===== src/rtl/synth_pkg.sv =====
// synth_pkg: shared FSM state type and default widths for the noise arbiter
package synth_pkg;
  localparam int NUM_REQ_DEF = 4;
  localparam int DATA_W_DEF = 16;
  typedef enum logic [2:0] {RESET_HOLD, WARMUP, IDLE, STEP, ACK} lfsr_arb_state_t;
endpackage


===== src/rtl/rr_arbiter.sv =====
// rr_arbiter: picks the first set request at or above the pointer, wrapping round
module rr_arbiter #(
  parameter int NUM_REQ = 4,
  parameter int IW = (NUM_REQ > 1) ? $clog2(NUM_REQ) : 1
) (
  input  logic [NUM_REQ-1:0] req_i,
  input  logic [IW-1:0]      ptr_i,
  output logic [NUM_REQ-1:0] gnt_o,
  output logic [IW-1:0]      idx_o
);
  // scan NUM_REQ positions starting at the pointer and keep the first hit
  always_comb begin
    logic found;
    logic [IW-1:0] j;
    found = 1'b0;
    idx_o = '0;
    gnt_o = '0;
    for (int i = 0; i < NUM_REQ; i++) begin
      j = IW'((int'(ptr_i) + i) % NUM_REQ);
      if (!found && req_i[j]) begin
        found = 1'b1;
        idx_o = j;
        gnt_o = NUM_REQ'(1) << j;
      end
    end
  end
endmodule


===== src/rtl/lfsr_noise_arb.sv =====
// lfsr_noise_arb: round-robin sharing of one lfsr among voices; warm-up gated by LFSR_NOISE_ARB_WARMUP_EN
module lfsr_noise_arb
  import synth_pkg::*;
#(
`ifdef LFSR_NOISE_ARB_WARMUP_EN
  parameter int WARMUP_CYCLES = 32,
`endif
  parameter int NUM_REQ = NUM_REQ_DEF,
  parameter int DATA_W  = DATA_W_DEF
) (
  input  logic               clk,
  input  logic               reset,
  input  logic [NUM_REQ-1:0] req_i,
  output logic [NUM_REQ-1:0] ack_o,
  output logic [DATA_W-1:0]  noise_data_o,
  output logic               ready_o,
  output logic               busy_o,
  output logic [15:0]        served_cnt_o,
  output logic               lfsr_en_o,
  output logic               lfsr_rst_o,
  input  logic [DATA_W-1:0]  lfsr_data_i
);
  localparam int IW = (NUM_REQ > 1) ? $clog2(NUM_REQ) : 1;
  lfsr_arb_state_t state_q, state_d;
  logic [IW-1:0] ptr_q, gidx_q, arb_idx;
  logic [NUM_REQ-1:0] arb_gnt, gnt_q, ack_q;
  logic [DATA_W-1:0] noise_q;
  logic [15:0] cnt_q;
  logic ready_q, en_q, hit, wu_done;
`ifdef LFSR_NOISE_ARB_WARMUP_EN
  localparam lfsr_arb_state_t AFTER_RESET = WARMUP;
  localparam logic [7:0] WU_LAST = 8'(WARMUP_CYCLES - 1);
  logic [7:0] wu_q;
  assign wu_done = wu_q == WU_LAST;
  // warm-up step counter, only runs while in WARMUP
  always_ff @(posedge clk) begin
    if (reset || state_q != WARMUP) wu_q <= '0;
    else wu_q <= wu_q + 8'd1;
  end
`else
  localparam lfsr_arb_state_t AFTER_RESET = IDLE;
  assign wu_done = 1'b1;
`endif
  rr_arbiter #(.NUM_REQ(NUM_REQ), .IW(IW)) u_arb (
    .req_i(req_i),
    .ptr_i(ptr_q),
    .gnt_o(arb_gnt),
    .idx_o(arb_idx)
  );
  assign hit = req_i[gidx_q];
  // next-state: a grant always walks IDLE -> STEP -> ACK -> IDLE
  always_comb begin
    state_d = state_q;
    case (state_q)
      RESET_HOLD: state_d = AFTER_RESET;
      WARMUP:     state_d = wu_done ? IDLE : WARMUP;
      IDLE:       state_d = |req_i ? STEP : IDLE;
      STEP:       state_d = ACK;
      ACK:        state_d = IDLE;
      default:    state_d = RESET_HOLD;
    endcase
  end
  // state, grant capture and registered outputs; ack only if the voice still wants it
  always_ff @(posedge clk) begin
    if (reset) begin
      state_q <= RESET_HOLD;
      ptr_q   <= '0;
      gidx_q  <= '0;
      gnt_q   <= '0;
      ack_q   <= '0;
      noise_q <= '0;
      cnt_q   <= '0;
      ready_q <= 1'b0;
      en_q    <= 1'b0;
    end else begin
      state_q <= state_d;
      en_q    <= state_d == WARMUP || state_d == STEP;
      ready_q <= ready_q | (state_d == IDLE);
      ack_q   <= '0;
      if (state_q == IDLE) begin
        gidx_q <= arb_idx;
        gnt_q  <= arb_gnt;
      end
      if (state_q == ACK && hit) begin
        ack_q   <= gnt_q;
        noise_q <= lfsr_data_i;
        cnt_q   <= cnt_q + 16'd1;
        ptr_q   <= (gidx_q == IW'(NUM_REQ - 1)) ? '0 : gidx_q + 1'b1;
      end
    end
  end
  assign ack_o        = ack_q;
  assign noise_data_o = noise_q;
  assign ready_o      = ready_q;
  assign busy_o       = state_q == STEP || state_q == ACK;
  assign served_cnt_o = cnt_q;
  assign lfsr_en_o    = reset | en_q;
  assign lfsr_rst_o   = reset;
endmodule


===== config.mk =====
export PLATFORM = sky130hd
export DESIGN_NAME = lfsr_noise_arb
export DESIGN_NICKNAME = d
export VERILOG_FILES = /design/src/rtl/synth_pkg.sv /design/src/rtl/rr_arbiter.sv /design/src/rtl/lfsr_noise_arb.sv
export SDC_FILE = /design/constraint.sdc
export NUM_CORES = 1
export LEC_CHECK = 0
export BUFFER_PORTS_ARGS = -buffer_cell sky130_fd_sc_hd__buf_2
export CAP_MARGIN = 20
export CORE_MARGIN = 2
export CORE_UTILIZATION = 50
export CTS_BUF_LIST = sky130_fd_sc_hd__clkbuf_8 sky130_fd_sc_hd__clkbuf_16
export DETAILED_ROUTE_END_ITERATION = 16
export MAX_ROUTING_LAYER = met4
export PLACE_DENSITY = 0.84
export SLEW_MARGIN = 20
export SYNTH_ARGS = -nofsm -noshare
export SYNTH_HDL_FRONTEND = slang
export SYNTH_HIERARCHICAL = 1
export SYNTH_SLANG_ARGS = --single-unit

===== constraint.sdc =====
create_clock -name clk -period 3.5 [get_ports clk]
set_input_delay 0.7 -clock clk [delete_from_list [all_inputs] [get_ports clk]]
set_output_delay 0.7 -clock clk [all_outputs]
set_load 0.01 [all_outputs]

After elaboration in Yosys (flattened, before gate mapping). Index checks and enable logic that the tools add are counted.

Add/subtract/negate cells: 5. Multiply operators: 0. Divide/modulo/power cells: 0. Magnitude comparators: 5. Equal/unequal tests: 8. Shift-type cells: 4. Muxes and demuxes: 24. Bitwise operators: 3. Reduce and logical (&&, ||, !) cells: 13.

Operator list (number): $add 16x1->16 const B (1); $mux 4 (4); $shl 1x2->4 const A (4); $lt 2x3->1 const B (5); $eq 3x2->1 const B (4); $bmux 1 s2 (5); $mux 2 (5); $mux 1 (9); $pmux 3 s3 (1); $eq 3x1->1 const B (2); $add 2x1->2 const B (2); $add 2x2->2 const B (2); $logic_and 1x1->1 (4); $reduce_or 4->1 (1); $eq 3x3->1 const B (1); $logic_not 1->1 (3); $logic_not 3->1 (1); $reduce_or 3->1 (1); $eq 2x2->1 const B (1); $logic_or 1x1->1 (2); $or 1x1->1 (2); $reduce_or 2->1 (1); $not 1->1 (1).

Register bits: 49. Bits in latches: 0. RAM bits: 0. ROM bits: 0. Bits of input ports: 22. Output and inout port bits: 40. Word-level logic and storage cells: 71. Memories kept: 0.

Longest topological paths before layout.
Word-level depth: 12. Depth in mapped cells: 9. Depth with buffers taken out: 8.

By module. The synthesis kept the hierarchy.

By module, submodules not included: lfsr_noise_arb (times used 1, cells an instance 217, area an instance 1929.4 sq um, sequential area each 980.9 sq um); rr_arbiter (times used 1, cells an instance 69, area an instance 523.0 sq um, sequential area each 0.0 sq um).

Worst setup path before layout. OpenSTA, ideal clock, no wires.

Path kind: register to register. Start point: register ptr_q[0]. End point: register gnt_q[3]. Setup time: 128 ps. Arrival: 1953 ps. Data required time: 3372 ps. Slack: 1419 ps. Stages on the path, launching flop included: 10. Path buffers: 2. Clock period less this slack: 2081 ps. Cell sequence: dfxtp_1 -> buf_6 -> inv_1 -> ha_1 -> clkbuf_1 -> nor3b_1 -> a2111oi_1 -> o2bb2ai_1 -> mux2i_1 -> nor2_1.

Word-level cells in the longest chain between the ends: 12. Elaborated cells between the ends (all ways): 28. Classes of those cells: add/sub: 3; shift: 4; mux: 15; reduce/logical: 6.

Ends and longest elaborated chain: from (decl) (line lfsr_noise_arb.sv:25) `logic [IW-1:0] ptr_q, gidx_q, arb_idx;`; from (signal assigned) (line lfsr_noise_arb.sv:88) `ptr_q <= (gidx_q == IW'(NUM_REQ - 1)) ? '0 : gidx_q + 1'b1;`; parallel branches: the longest is 11 deep, another holds $add 2x1->2; $mux 4 * (line rr_arbiter.sv:20) `if (!found && req_i[j]) begin`; via arb_gnt[3] (line lfsr_noise_arb.sv:26) `logic [NUM_REQ-1:0] arb_gnt, gnt_q, ack_q;`; to (signal assigned) (line lfsr_noise_arb.sv:82) `gnt_q <= arb_gnt;`; to (decl) (line lfsr_noise_arb.sv:26).

Mark *: on every way through the listed nets, which the timed path passes. The select of a mux whose other input is x is not followed. A chain may end at the register's enable or synchronous reset.

Worst setup path in the final report. Same ends and word-level chain as after synthesis.

==> results by group <==
Pwr
  – Power Total: 1.08 mW
  – Net Sw Frac: 22.5%
  – Comb pwr share: 8.7%
  – Int Pwr: 0.837 mW
  – Sequential share of power: 53.2%
  – Net Sw Power: 0.243 mW
  – VDD IR max: 296 uV
  – Clk pwr share: 38.1%
  – Pwr/cell area: 372 nW/um^2
  – Pleak: 1.17 nW

Final layout
  – Util after Layout: 61.4%
  – Layout cells sized above 1: 24.8%
  – Most common cell after layout, fill and taps aside: buf_2
  – Final cell count without fillers: 410
  – Nets: 370
  – Commonest cells after routing, fill and taps aside: 61 x buf_2, 49 x nand2_1, 49 x dfxtp_1
  – Antenna diodes: 0
  – Synthesis-to-finish area growth: 18.3%

Timing
  – Final slew viol count: 0
  – Hold Vio Cnt, Final: 0
  – Setup violations, final: 0
  – Worst-Margin Slew: 0.734 ns
  – Fin worst setup slack: 0.845 ns
  – Max-slew headroom: 50.9%
  – RSZ-0062 raised after global routing: false
  – Fmax: 377 MHz
  – Setup TNS Final: 0 ns
  – Setup Skew: 0.00423 ns
  – Fin crit period: 2.66 ns
  – Final Cycle Share: 75.9%

Place
  – PortBufs: 61
  – GPL Wtd Cong: 0.850
  – # placed instances: 402
  – Dpl ws: 0.891 ns
  – Detail Placement HPWL: 3660 um

Yosys
  – Synth warn: 6
  – Synth Cell Area: 2450 um^2
  – Leading area contributor after synthesis: dfxtp_1
  – Mapped Cells: 286
  – Post-synth cell types: 46
  – Number of flops mapped to enable cells by yosys: 0
  – Register bit total from synthesis: 49
  – Post-synth ARST share: 0%
  – Mapped Nets: 314
  – Sequential-to-total area share from yosys stat: 40.0%
  – Primary FF master, synth: dfxtp_1
  – Top cells by area, synth: dfxtp_1 40%, nand2_1 7.5%, a21oi_1 6.7%
  – Avg Cell Area, Syn: 8.57 um^2
  – Synth top area share: 40.0%

Global route
  – GR peak layer: met2
  – Total grt overflow: 0
  – Pin count of the biggest net entering global routing: 51
  – GR Util met1: 25.7%
  – Vias in the first global route: 1955
  – Initial antenna violation count: 0
  – GR Util All Layers: 20.8%
  – GR Util met3: 4.74%
  – Met2 usage: 33.0%
  – First-pass GRT wire length: 8780 um

Floorplan
  – DIE HEIGHT: 74.0 um
  – Row count: 25
  – Core box area: 4720 um^2
  – Starting Density: 51.9%
  – I/O pin cnt: 62
  – Die area: 5480 um^2
  – Die X-Extent: 74.0 um

CTS
  – Postcts setup bufs: 0
  – CTS tree: yes
  – Clock root cell: clkbuf_8
  – Maximum root-to-sink buffer count: 2
  – Num CTS Buffers: 5
  – Cts hold-fix bufs: 0
  – Worst-path clk slew: 0.09 ns
  – Clock Latency Late Sink: 0.30 ns
  – Post-CTS Resized: 0
  – TritonCTS sink count: 49
  – H-tree depth: 2

Drt
  – Avg WL per Cell: 13.3 um
  – Antenna-violating nets left: 0
  – First-pass DRT Iterations: 4
  – Via count: 2235
  – Routed Wire Length: 5450 um
  – Iteration-0 DRC Markers: 124
  – DRC Markers: 0
  – Vias/cell: 5.45

Critical path
  – Crit path DAT: 2.83 ns
  – Register-to-Register Path Depth: 7
  – CP max FO: 14
  – CP peak stage delay: 0.72 ns
  – CP required: 3.68 ns
  – Worst-path cell chain: inv_1 > ha_1 > mux2i_4 > a2111oi_1 > o2bb2ai_1 > mux2i_1 > nor2_1
  – Crit. End Element: flop
  – CP startpoint kind: flop
  – Slowest-stage cell, CP: dfxtp_1
  – Crit path kind: flop to flop

Run status
  – Status: finished, final reports clean

Job
  – Number of max-cap violations: 0

Hold path
  – Hold path depth: 2
  – Worst hold path class: flop to flop
==> power by group through the flow <==
| stage | Combinational, mW | Sequential (mW) | Clock (mW) |
|---|---|---|---|
| floorplan | 0.0617 | 0.587 | 0 |
| global placement | 0.0913 | 0.588 | 0 |
| detailed placement | 0.0933 | 0.588 | 0 |
| CTS | 0.0937 | 0.575 | 0.423 |
| global route | 0.104 | 0.577 | 0.442 |
| finish | 0.0939 | 0.575 | 0.412 |
==> metrics by stage <==
step | instance area, um^2 | hold slack, ns
after floorplan | 2450 | 0.452
after global placement | 2790 | 0.438
after detailed placement | 2790 | 0.444
after CTS | 2900 | 0.457
after global routing | 2900 | 0.480
final | 2900 | 0.456
==> worst max-delay path: cells and delay by family, from the launching register on <==
kind / cells / cell delay, ns
muxes: 2 / 0.44
buffers and inverters: 1 / 0.18
DFF: 1 / 0.72
adders and majority gates: 1 / 0.52
AOI/OAI and AO/OA: 2 / 0.62
and+or+nand+nor: 1 / 0.06
==> state kept, by name, indices dropped and copies added, names as in the netlist <==
register,cells
en_q,1
noise_data_o,16
gidx_q,2
ready_o,1
served_cnt_o,16
gnt_q,4
state_q,3
ptr_q,2
ack_o,4
==> cell type report <==
| class | count | area, um^2 |
|---|---|---|
| fill | 415 | 1820 |
| multi-input combinational | 218 | 1380 |
| sequential | 49 | 981 |
| timing repair buffer | 63 | 320 |
| tap | 67 | 83.8 |
| clock buffer | 6 | 82.6 |
| clock inverter | 2 | 33.8 |
| inverter | 5 | 18.8 |
==> metal layers <==
layer,vias up,wire length [um]
met4,0,72
met1,1055,2380
met3,7,214
li1,1120,-
met5,-,0
met2,53,2780
==> cells in the mapped netlist (6+ instances only) <==
master and number:
nor3b_1 10, a21oi_1 33, nand2_1 49, clkbuf_1 7
and3_1 6, ha_1 6, mux2i_1 7, nor2_1 25
o21ai_0 8, dfxtp_1 49, or3_1 6
==> kinds of logic (layout without fill, tap and decap cells) <==
kind of cell / count (synthesis) / count (layout) / share of synthesized area, %
AND/OR/NAND/NOR: 129 / 129 / 27.7
adder cells (fa/ha/maj): 6 / 6 / 3.06
buffers and inverters: 19 / 76 / 3.67
XOR/XNOR: 6 / 6 / 2.14
flip-flops: 49 / 49 / 40.0
multiplexers: 15 / 15 / 8.11
AO/OA/AOI/OAI: 62 / 62 / 15.4
==> final timing paths <==
kind | from | slack, ns | endpoint
max | ptr_q[0] | 0.84 | gnt_q[3]
min | noise_data_o[5] | 0.46 | noise_data_o[5]
max reg2reg | ptr_q[0] | 0.84 | gnt_q[3]
min reg2reg | noise_data_o[5] | 0.46 | noise_data_o[5]
(Power assumes the default switching activity.)
